===== src/rtl/data_sram_ctrl.sv =====
// rtl/data_sram_ctrl.sv - MEM-stage data request responder driving a 32-bit async SRAM
module data_sram_ctrl #(
  parameter int ADDR_W  = 20,
  parameter int RD_WAIT = 2,
  parameter int WR_WAIT = 2
) (
  input  logic              clk,
  input  logic              rst,
  input  logic [31:0]       req_addr_i,
  input  logic [31:0]       req_data_i,
  input  logic              req_we_i,
  input  logic              req_re_i,
  input  logic [3:0]        req_mask_i,
  input  logic              pipe_hold_i,
  output logic [31:0]       rdata_o,
  output logic              stall_o,
  output logic [ADDR_W-1:0] sram_addr_o,
  input  logic [31:0]       sram_dq_i,
  output logic [31:0]       sram_dq_o,
  output logic              sram_dq_oe,
  output logic              sram_ce_n,
  output logic              sram_oe_n,
  output logic              sram_we_n,
  output logic [3:0]        sram_be_n
);

  localparam int MAX_WAIT = (RD_WAIT > WR_WAIT) ? RD_WAIT : WR_WAIT;
  localparam int CNT_W    = $clog2(MAX_WAIT + 1);
  localparam logic [CNT_W-1:0] RD_LAST = CNT_W'(RD_WAIT - 1);
  localparam logic [CNT_W-1:0] WR_LAST = CNT_W'(WR_WAIT - 1);

  typedef enum logic [2:0] {
    S_IDLE, S_RD, S_WR_SETUP, S_WR_PULSE, S_WR_HOLD, S_DONE
  } state_t;

  state_t              state_q;
  logic [CNT_W-1:0]    cnt_q;
  logic [31:0]         rdata_q;
  logic [ADDR_W-1:0]   addr_q;
  logic [31:0]         dq_q;
  logic                dq_oe_q;
  logic                ce_n_q;
  logic                oe_n_q;
  logic                we_n_q;
  logic [3:0]          be_n_q;

  // Byte-offset and out-of-range address bits are not used by a word-wide SRAM.
  logic unused_addr_bits;
  assign unused_addr_bits = ^{req_addr_i[31:ADDR_W+2], req_addr_i[1:0]};

  // Hold the pipeline while a request is being taken or is in flight; DONE releases it.
  assign stall_o = (state_q == S_IDLE) ? (req_re_i | req_we_i) : (state_q != S_DONE);

  assign rdata_o     = rdata_q;
  assign sram_addr_o = addr_q;
  assign sram_dq_o   = dq_q;
  assign sram_dq_oe  = dq_oe_q;
  assign sram_ce_n   = ce_n_q;
  assign sram_oe_n   = oe_n_q;
  assign sram_we_n   = we_n_q;
  assign sram_be_n   = be_n_q;

  // Access sequencer; every SRAM pin is a register so pins only move on the clock edge.
  always_ff @(posedge clk) begin
    if (rst) begin
      state_q <= S_IDLE;
      cnt_q   <= '0;
      rdata_q <= '0;
      addr_q  <= '0;
      dq_q    <= '0;
      dq_oe_q <= 1'b0;
      ce_n_q  <= 1'b1;
      oe_n_q  <= 1'b1;
      we_n_q  <= 1'b1;
      be_n_q  <= 4'hF;
    end else begin
      case (state_q)
        S_IDLE: begin
          cnt_q <= '0;
          if (req_we_i) begin
            addr_q <= req_addr_i[ADDR_W+1:2];
            dq_q   <= req_data_i;
            if (req_mask_i != 4'h0) begin
              state_q <= S_WR_SETUP;
              ce_n_q  <= 1'b0;
              be_n_q  <= ~req_mask_i;
              dq_oe_q <= 1'b1;
            end else begin
              // Nothing to store: finish without touching the SRAM.
              state_q <= S_DONE;
            end
          end else if (req_re_i) begin
            addr_q  <= req_addr_i[ADDR_W+1:2];
            state_q <= S_RD;
            ce_n_q  <= 1'b0;
            oe_n_q  <= 1'b0;
            be_n_q  <= 4'h0;
            dq_oe_q <= 1'b0;
          end
        end
        S_RD: begin
          if (cnt_q == RD_LAST) begin
            rdata_q <= sram_dq_i;
            state_q <= S_DONE;
            cnt_q   <= '0;
            ce_n_q  <= 1'b1;
            oe_n_q  <= 1'b1;
            be_n_q  <= 4'hF;
          end else begin
            cnt_q <= cnt_q + 1'b1;
          end
        end
        S_WR_SETUP: begin
          state_q <= S_WR_PULSE;
          cnt_q   <= '0;
          we_n_q  <= 1'b0;
        end
        S_WR_PULSE: begin
          if (cnt_q == WR_LAST) begin
            state_q <= S_WR_HOLD;
            cnt_q   <= '0;
            we_n_q  <= 1'b1;
          end else begin
            cnt_q <= cnt_q + 1'b1;
          end
        end
        S_WR_HOLD: begin
          // Data stays driven one cycle past we_n rising for hold time.
          state_q <= S_DONE;
          cnt_q   <= '0;
          ce_n_q  <= 1'b1;
          dq_oe_q <= 1'b0;
          be_n_q  <= 4'hF;
        end
        S_DONE: begin
          cnt_q <= '0;
          if (!pipe_hold_i) begin
            state_q <= S_IDLE;
          end
        end
        default: begin
          state_q <= S_IDLE;
          cnt_q   <= '0;
          dq_oe_q <= 1'b0;
          ce_n_q  <= 1'b1;
          oe_n_q  <= 1'b1;
          we_n_q  <= 1'b1;
          be_n_q  <= 4'hF;
        end
      endcase
    end
  end

endmodule


===== config.mk =====
export PLATFORM = sky130hd
export DESIGN_NAME = data_sram_ctrl
export DESIGN_NICKNAME = d
export VERILOG_FILES = /design/src/rtl/data_sram_ctrl.sv
export SDC_FILE = /design/constraint.sdc
export NUM_CORES = 1
export LEC_CHECK = 0
export BUFFER_PORTS_ARGS = -buffer_cell sky130_fd_sc_hd__buf_4
export CORE_ASPECT_RATIO = 1.4
export CORE_MARGIN = 2
export CORE_UTILIZATION = 26
export CTS_CLUSTER_SIZE = 8
export DETAILED_ROUTE_END_ITERATION = 10
export PLACE_DENSITY_LB_ADDON = 0.15
export SLEW_MARGIN = 20
export SYNTH_ARGS = -nofsm -noshare
export SYNTH_HDL_FRONTEND = slang
export SYNTH_SLANG_ARGS = --single-unit

===== constraint.sdc =====
create_clock -name clk -period 1.8 [get_ports clk]
set_input_delay 0.36 -clock clk [delete_from_list [all_inputs] [get_ports clk]]
set_output_delay 0.36 -clock clk [all_outputs]
set_load 0.05 [all_outputs]

* Yosys cells after proc, flatten, opt, wreduce, memory -nomap -nowiden
Index checks and enable logic that the tools add are counted.
Storage, ports and cells: logic and storage cells 75, output and inout port bits 93, input port bits 105, register bits 97
Cells by class: reduce and logical (&&, ||, !) cells 17, bitwise gates (word level) 7, equal/unequal tests 14, add/subtract/negate cells 1, multiplexer cells 26
Operators by type and width (count):
- two-way mux 20 bit | 2
- two-way mux 3 bit | 6
- one-hot mux 3 bit (6 select lines) | 1
- two-way mux 4 bit | 4
- one-hot mux 4 bit (3 select lines) | 1
- AND reduction 4 bit | 3
- OR reduction 4 bit | 3
- != test 2 bit, second input constant | 5
- one-hot mux 1 bit (3 select lines) | 3
- two-way mux 1 bit | 8
- AND reduction 2 bit | 4
- == test 3 x 2 -> 1 bit, second input constant | 2
- == test 3 bit, second input constant | 2
- != test 3 bit, second input constant | 2
- OR reduction 3 bit | 2
- inverter 1 bit | 5
- inverter 4 bit | 1
- nonzero test 4 bit | 1
- == test 3 x 1 -> 1 bit, second input constant | 1
- zero test 3 bit | 1
- != test 3 x 2 -> 1 bit, second input constant | 1
- AND reduction 3 bit | 1
- adder 2 x 1 -> 2 bit, second input constant | 1
- == test 2 x 1 -> 1 bit, second input constant | 1
- other kinds (4) | 4

* Depth between registers and ports, before layout
Gate-level depths: netlist of the first run.
depth after elaboration 4, mapped depth 8, mapped depth without buffers 6

* Worst setup path after synthesis of the first run
Ideal clock, no wire load.
kind reg2out, start point register state_q[0], end point output stall_o, path buffers 1, stages on the path, launching flop included 5, slack 0.214 ns, required time 1.440 ns, arrival time 1.226 ns, path through dfxtp_1 -> clkbuf_1 -> nor4_1 -> a21oi_1 -> or2_2
On the way: word-level cells in the longest chain between the ends 2, elaborated cells between the ends (all ways) 3, those cells by class eq/ne: 1; mux: 1; reduce/logical: 1
Ends and longest elaborated chain:
- from (decl) | RTL line 36 | state_t state_q;
- from (signal assigned) | RTL line 66 | state_q <= S_IDLE;
- from (signal assigned) | RTL line 84 | state_q <= S_WR_SETUP;
- from (signal assigned) | RTL line 90 | state_q <= S_DONE;
- != test 3 bit or zero test 3 bit (tied branches) | RTL line 52 | assign stall_o = (state_q == S_IDLE) ? (req_re_i | req_we_i) : (state_q != S_DONE);
- two-way mux 1 bit * | RTL line 52
- to (decl) | RTL line 16 | output logic stall_o,
Every way passes the cells marked *; elsewhere a longest branch is shown, timed or not.

* Worst setup path after layout of the first run
Same ends and word-level chain as after synthesis.

==> metrics.txt, run 1 <==
status finished, final reports clean; GPL Wtd Cong 0.761; fraction of layout cells with a size suffix above 1 35.8%; Std-Cell Core Area 13400 µm²; period utilization 95.7%; initial core utilization 26.7%; TritonCTS Buffers 9; vias per cell 4.35; Die Area 14700 µm²; vias 3584; final antenna-violating net count 0; sw frac 42.5%; top-area cell type share of the netlist area 54.4%; Worst-Skew Late Latency 0.33 ns; Design Area, Final 5560 µm²; #FFs+latches synth 97; total power 8.45 mW; Final TNS setup 0 ns; start point of the worst hold path sram_dq_i[15]; Least-Margin Pin Slew 0.384 ns; area leader, netlist dfxtp_1; Iter 0 DRT Violations 77; first-pass GRT wire length 16200 µm; Worst setup startpoint state_q[0]; IO Pins 198; main area contributors after synthesis dfxtp_1 (54%), nand2_1 (18%), a21oi_1 (13%); Post-CTS Hold Buffers 0; Post-Syn Instances 453; Gate power share 45.3%; hpwl dp 7470 µm; RSZ-0062 raised after global routing no; internal power 4.86 mW; Layout Cells excl Fill 824; Root Buffer clkbuf_16; switching power 3.59 mW; Clk pin slew, worst setup/hold paths 0.07 ns; fin nets 743; die width 103 µm; maximum vdd drop 0.492 mV; initial antenna violation count 0; number of flops mapped to enable cells by yosys 0; clk sinks 97; drt total wl 10300 µm; Startpoint Class flip-flop; kind of end point of the critical path output port; # diodes 0; clock share of power 21.4%; Synth async-reset ratio 0%; CP Data Required Time 1.44 ns; Highest Clock Rate 0.580 GHz; average size of a mapped cell 7.88 µm²; DRC 0; Main synth FF type dfxtp_1; net count after synthesis 559; Lkg Pwr 2.42 nW; largest net degree at the start of global routing 34; Site Rows 50; post-synth cell types 30; clk buf depth 2; Worst R2R Start state_q[0]; post-route setup slack 0.0765 ns; Final Hold Viols 0; Clock Skews 0.00511 ns; Mapped Area 3570 µm²; placed cell area 5220 µm²; Ys Warns 0; pre-CTS setup slack 0.130 ns; Inst Count DP 806; sequential share of the synthesized area 54.4%; drt first pass iters 4; pins over their slew limit 0; final core occ 41.5%; Seq pwr share 33.3%; Worst EP arrival 1.36 ns; final setup violation count 0; Fillers 1435; fin crit period 1.72 ns; CTS tree yes; area delta synth->final 55.7%; commonest non-fill, non-tap cell in the layout buf_4; Hold Slack 0.267 ns; Overflow after GRT 0; worst hold path type in2reg; max cap viols 0; height of the die 143 µm; vias in the first global route 3460; IO Port Bufs 185; CP max FO 2; drt wl/cell 12.5 µm; commonest non-fill, non-tap cells in the layout buf_4 (203), nand2_1 (172), dfxtp_1 (95); Total GRT Usage 13.8%; Max-Slew Margin vs Limit 74.4%; H-tree levels 3; Crit Path Class reg2out; Pwr per Cell Area 1520 nW/µm²
area by class of cell:
cell class	count	area, µm²	share of cell area (%)
repair buffers	207	1580	28.5
multi-input cells	315	1490	26.8
clock buffers	11	243	4.37
well taps	182	228	4.10
clock inverters	5	40.0	0.720
flip-flops and latches	97	1950	35.1
inverters	7	26.3	0.473
cell families (layout without fill, tap and decap cells):
logic type / count (synthesis) / count (layout) / synth area share, %
compound gates: 106 / 106 / 15.9
simple gates: 204 / 204 / 23.6
fa+ha+maj: 1 / 1 / 0.350
flops: 97 / 97 / 54.4
buf+inv: 41 / 230 / 4.59
mux: 4 / 4 / 1.12
cell usage after synthesis, types with 3 or more instances:
cell,count
mux2i_1,4
inv_1,7
buf_2,8
dfxtp_1,97
or3_1,4
clkbuf_1,26
a21oi_1,92
nor3b_1,4
nand2_1,172
nor2_1,11
o21ai_0,3
state kept, by name, indices dropped and copies added, names as in the netlist:
signal and count:
sram_dq_o 32, cnt_q 2, sram_oe_n 1, sram_be_n 4
sram_addr_o 20, sram_we_n 1, rdata_o 32, state_q 3
sram_ce_n 1, sram_dq_oe 1
worst max-delay path, cell delays in order, from the launching register on:
cell and delay, ns:
dfxtp_4 0.36, nor4_4 0.23, a21oi_1 0.06, or2_4 0.23, buf_8 0.15
power by group through the flow:
| stage | Sequential (mW) | Clock, mW | Combinational, mW |
|---|---|---|---|
| detailed placement | 2.89 | 0 | 3.77 |
| finish | 2.82 | 1.81 | 3.83 |
| global route | 2.88 | 1.97 | 4.12 |
| global placement | 2.87 | 0 | 3.73 |
| CTS | 2.82 | 1.90 | 3.87 |
| floorplan | 4.13 | 0 | 1.23 |
final timing paths:
path	to	slack, ns	depth (start not counted)
max	stall_o	0.08	4
min	rdata_o[15]	0.27	3
max reg2reg	sram_dq_o[6]	0.10	6
min reg2reg	cnt_q[0]	0.42	1
per-layer routing:
metal  up-vias  share of wire (%)  track usage (%)
met4         0                2.3             5.96
met5         -                  0                0
met2       118                 49             23.6
li1       1836                  -                -
met1      1614                 41             15.7
met3        16                7.3             4.16
repair_timing:
item / 4_1_cts / 5_1_grt
resized for setup: 8 / 3
pin swaps: 1 / 0
gates cloned: 0 / 0
endpoints found under the setup margin: 1 / 8
buffers inserted: 2 / 0
endpoints found under the hold margin: 0 / 0
No activity file was read; power rests on OpenSTA's default activity.
==> run 2: changes to the inputs <==
==> constraint.sdc (replaced) <==
create_clock -name clk -period 1.9 [get_ports clk]
set_input_delay 0.38 -clock clk [delete_from_list [all_inputs] [get_ports clk]]
set_output_delay 0.38 -clock clk [all_outputs]
set_load 0.05 [all_outputs]
==> run 2 against run 1 <==
Net effect:
- first-iteration DRC count is 40% higher
- count of clock-buffer cells in the layout fell by 1
- global-route usage down 0.085 points
- sequential share of layout area up 0.32 points
==> metrics.txt, run 2 (synthesis results as in run 1) <==
Total GRT Usage 13.8% (-0.085 points); Pwr per Cell Area 1440 nW/µm² (-5.0%); GPL Wtd Cong 0.730 (-4.0%); area delta synth->final 54.1%; Std-Cell Core Area 13400 µm² (unchanged); drt first pass iters 4 (unchanged); # diodes 0 (unchanged); TritonCTS Buffers 9 (unchanged); Max-Slew Margin vs Limit 52.1% (-22 points); Post-CTS Hold Buffers 0 (unchanged); post-route setup slack 0.0994 ns (+0.0229 ns); Worst EP arrival 1.42 ns (+0.06 ns); initial core utilization 26.7% (unchanged); clk buf depth 2 (unchanged); DRC 0 (unchanged); Least-Margin Pin Slew 0.719 ns (+0.335 ns); Startpoint Class flip-flop; vias 3579 (-0.14%); Die Area 14700 µm² (unchanged); drt wl/cell 12.6 µm (+0.74%); Hold Slack 0.284 ns (+0.0178 ns); IO Pins 198 (unchanged); Clk pin slew, worst setup/hold paths 0.07 ns (about the same); final setup violation count 0 (unchanged); Iter 0 DRT Violations 108 (+40%); fin nets 736 (-0.94%); maximum vdd drop 0.520 mV (+5.7%); reg2reg path depth 4 (-2); hpwl dp 7490 µm (+0.31%); RSZ-0062 raised after global routing no; Site Rows 50 (unchanged); fin crit period 1.80 ns; H-tree levels 3 (unchanged); final antenna-violating net count 0 (unchanged); vias in the first global route 3440 (-0.58%); fraction of layout cells with a size suffix above 1 35.3% (-0.55 points); Critical Path, Cell by Cell nor4_4, a21oi_1, or2_4, buf_8; CP max FO 8 (+6); Worst path max stage delay 0.38 ns (+0.02 ns); max cap viols 0 (unchanged); Cells on Worst Hold Path 3 (unchanged); vias per cell 4.38 (+0.72%); pre-CTS setup slack 0.117 ns (-0.0136 ns); IO Port Bufs 185 (unchanged); slowest stage cell, crit path dfxtp_4; Final TNS setup 0 ns (unchanged); drt total wl 10300 µm (-0.12%); Highest Clock Rate 0.555 GHz; largest net degree at the start of global routing 34 (unchanged); status finished, final reports clean; CP Data Required Time 1.52 ns (+0.08 ns); clk sinks 97 (unchanged); Design Area, Final 5500 µm² (-1.0%); placed cell area 5170 µm² (-1.0%); pins over their slew limit 0 (unchanged); Crit Path Class reg2out; period utilization 94.8%; Clock Skews 0.00693 ns (+0.00182 ns); initial antenna violation count 0 (unchanged); commonest non-fill, non-tap cell in the layout buf_4; height of the die 143 µm (unchanged); first-pass GRT wire length 16100 µm (-0.64%); CTS tree yes; commonest non-fill, non-tap cells in the layout buf_4 (198), nand2_1 (172), dfxtp_1 (95); Root Buffer clkbuf_16; Overflow after GRT 0 (unchanged); Final Hold Viols 0 (unchanged); Worst-Skew Late Latency 0.34 ns (about the same); Lkg Pwr 2.39 nW (-0.86%); die width 103 µm (unchanged); worst hold path type in2reg; kind of end point of the critical path output port
-- run 2: changes by cell type in the layout (fill, tap and decap cells not counted), sizes merged --
cell and delta:
buf -7, inv +3, clkbuf -1, clkinv +1, clkinvlp -3
-- run 2: report_power, final --
group	internal, mW	switching (mW)
sequential	2.44	0.247
clock	0.943	0.799
combinational	1.16	2.36
total	4.54	3.41
-- run 2: worst paths after layout --
path / from / end / slack, ns
hold reg to reg: cnt_q[0] / cnt_q[0] / 0.43
setup reg to reg: state_q[2] / sram_addr_o[12] / 0.20
setup / recovery: state_q[2] / stall_o / 0.1
hold / removal: req_addr_i[9] / sram_addr_o[7] / 0.28
-- run 2: area by class of cell --
class                   count  area (µm²)
inverters                   7        26.3
flip-flops and latches     97        1950
clock inverters             6        48.8
multi-input cells         315        1490
repair buffers            200        1520
well taps                 182         228
fillers                  1401        7890
clock buffers              10         239
-- run 2: metrics by stage --
step           instances  utilization (%)  total power [mW]
4_1_cts              815             40.9              8.03
2_1_floorplan        453                -              5.08
3_3_place_gp         799             38.6              6.18
3_5_place_dp         799             38.6              6.23
5_1_grt              817             41.1              8.43
6_report             817             41.1              7.94
-- run 2: metal layers --
metal,vias to the layer above,track usage (%),part of all wire [%]
met5,-,0,0
met4,0,5.26,1.7
met3,12,4.26,8.3
met2,117,23.8,51
met1,1625,15.6,39
li1,1825,-,-
-- run 2: repair_timing --
| action | CTS | global route |
|---|---|---|
| gates resized for setup | 4 | 4 |
| endpoints found under the setup margin | 1 | 1 |
| buffers inserted | 0 | 2 |
-- run 2: critical path, delay by kind of cell (launching register included) --
| kind | cells | cell delay [ns] |
|---|---|---|
| and+or+nand+nor | 2 | 0.49 |
| DFF | 1 | 0.38 |
| buffers and inverters | 1 | 0.15 |
| AOI/OAI and AO/OA | 1 | 0.06 |
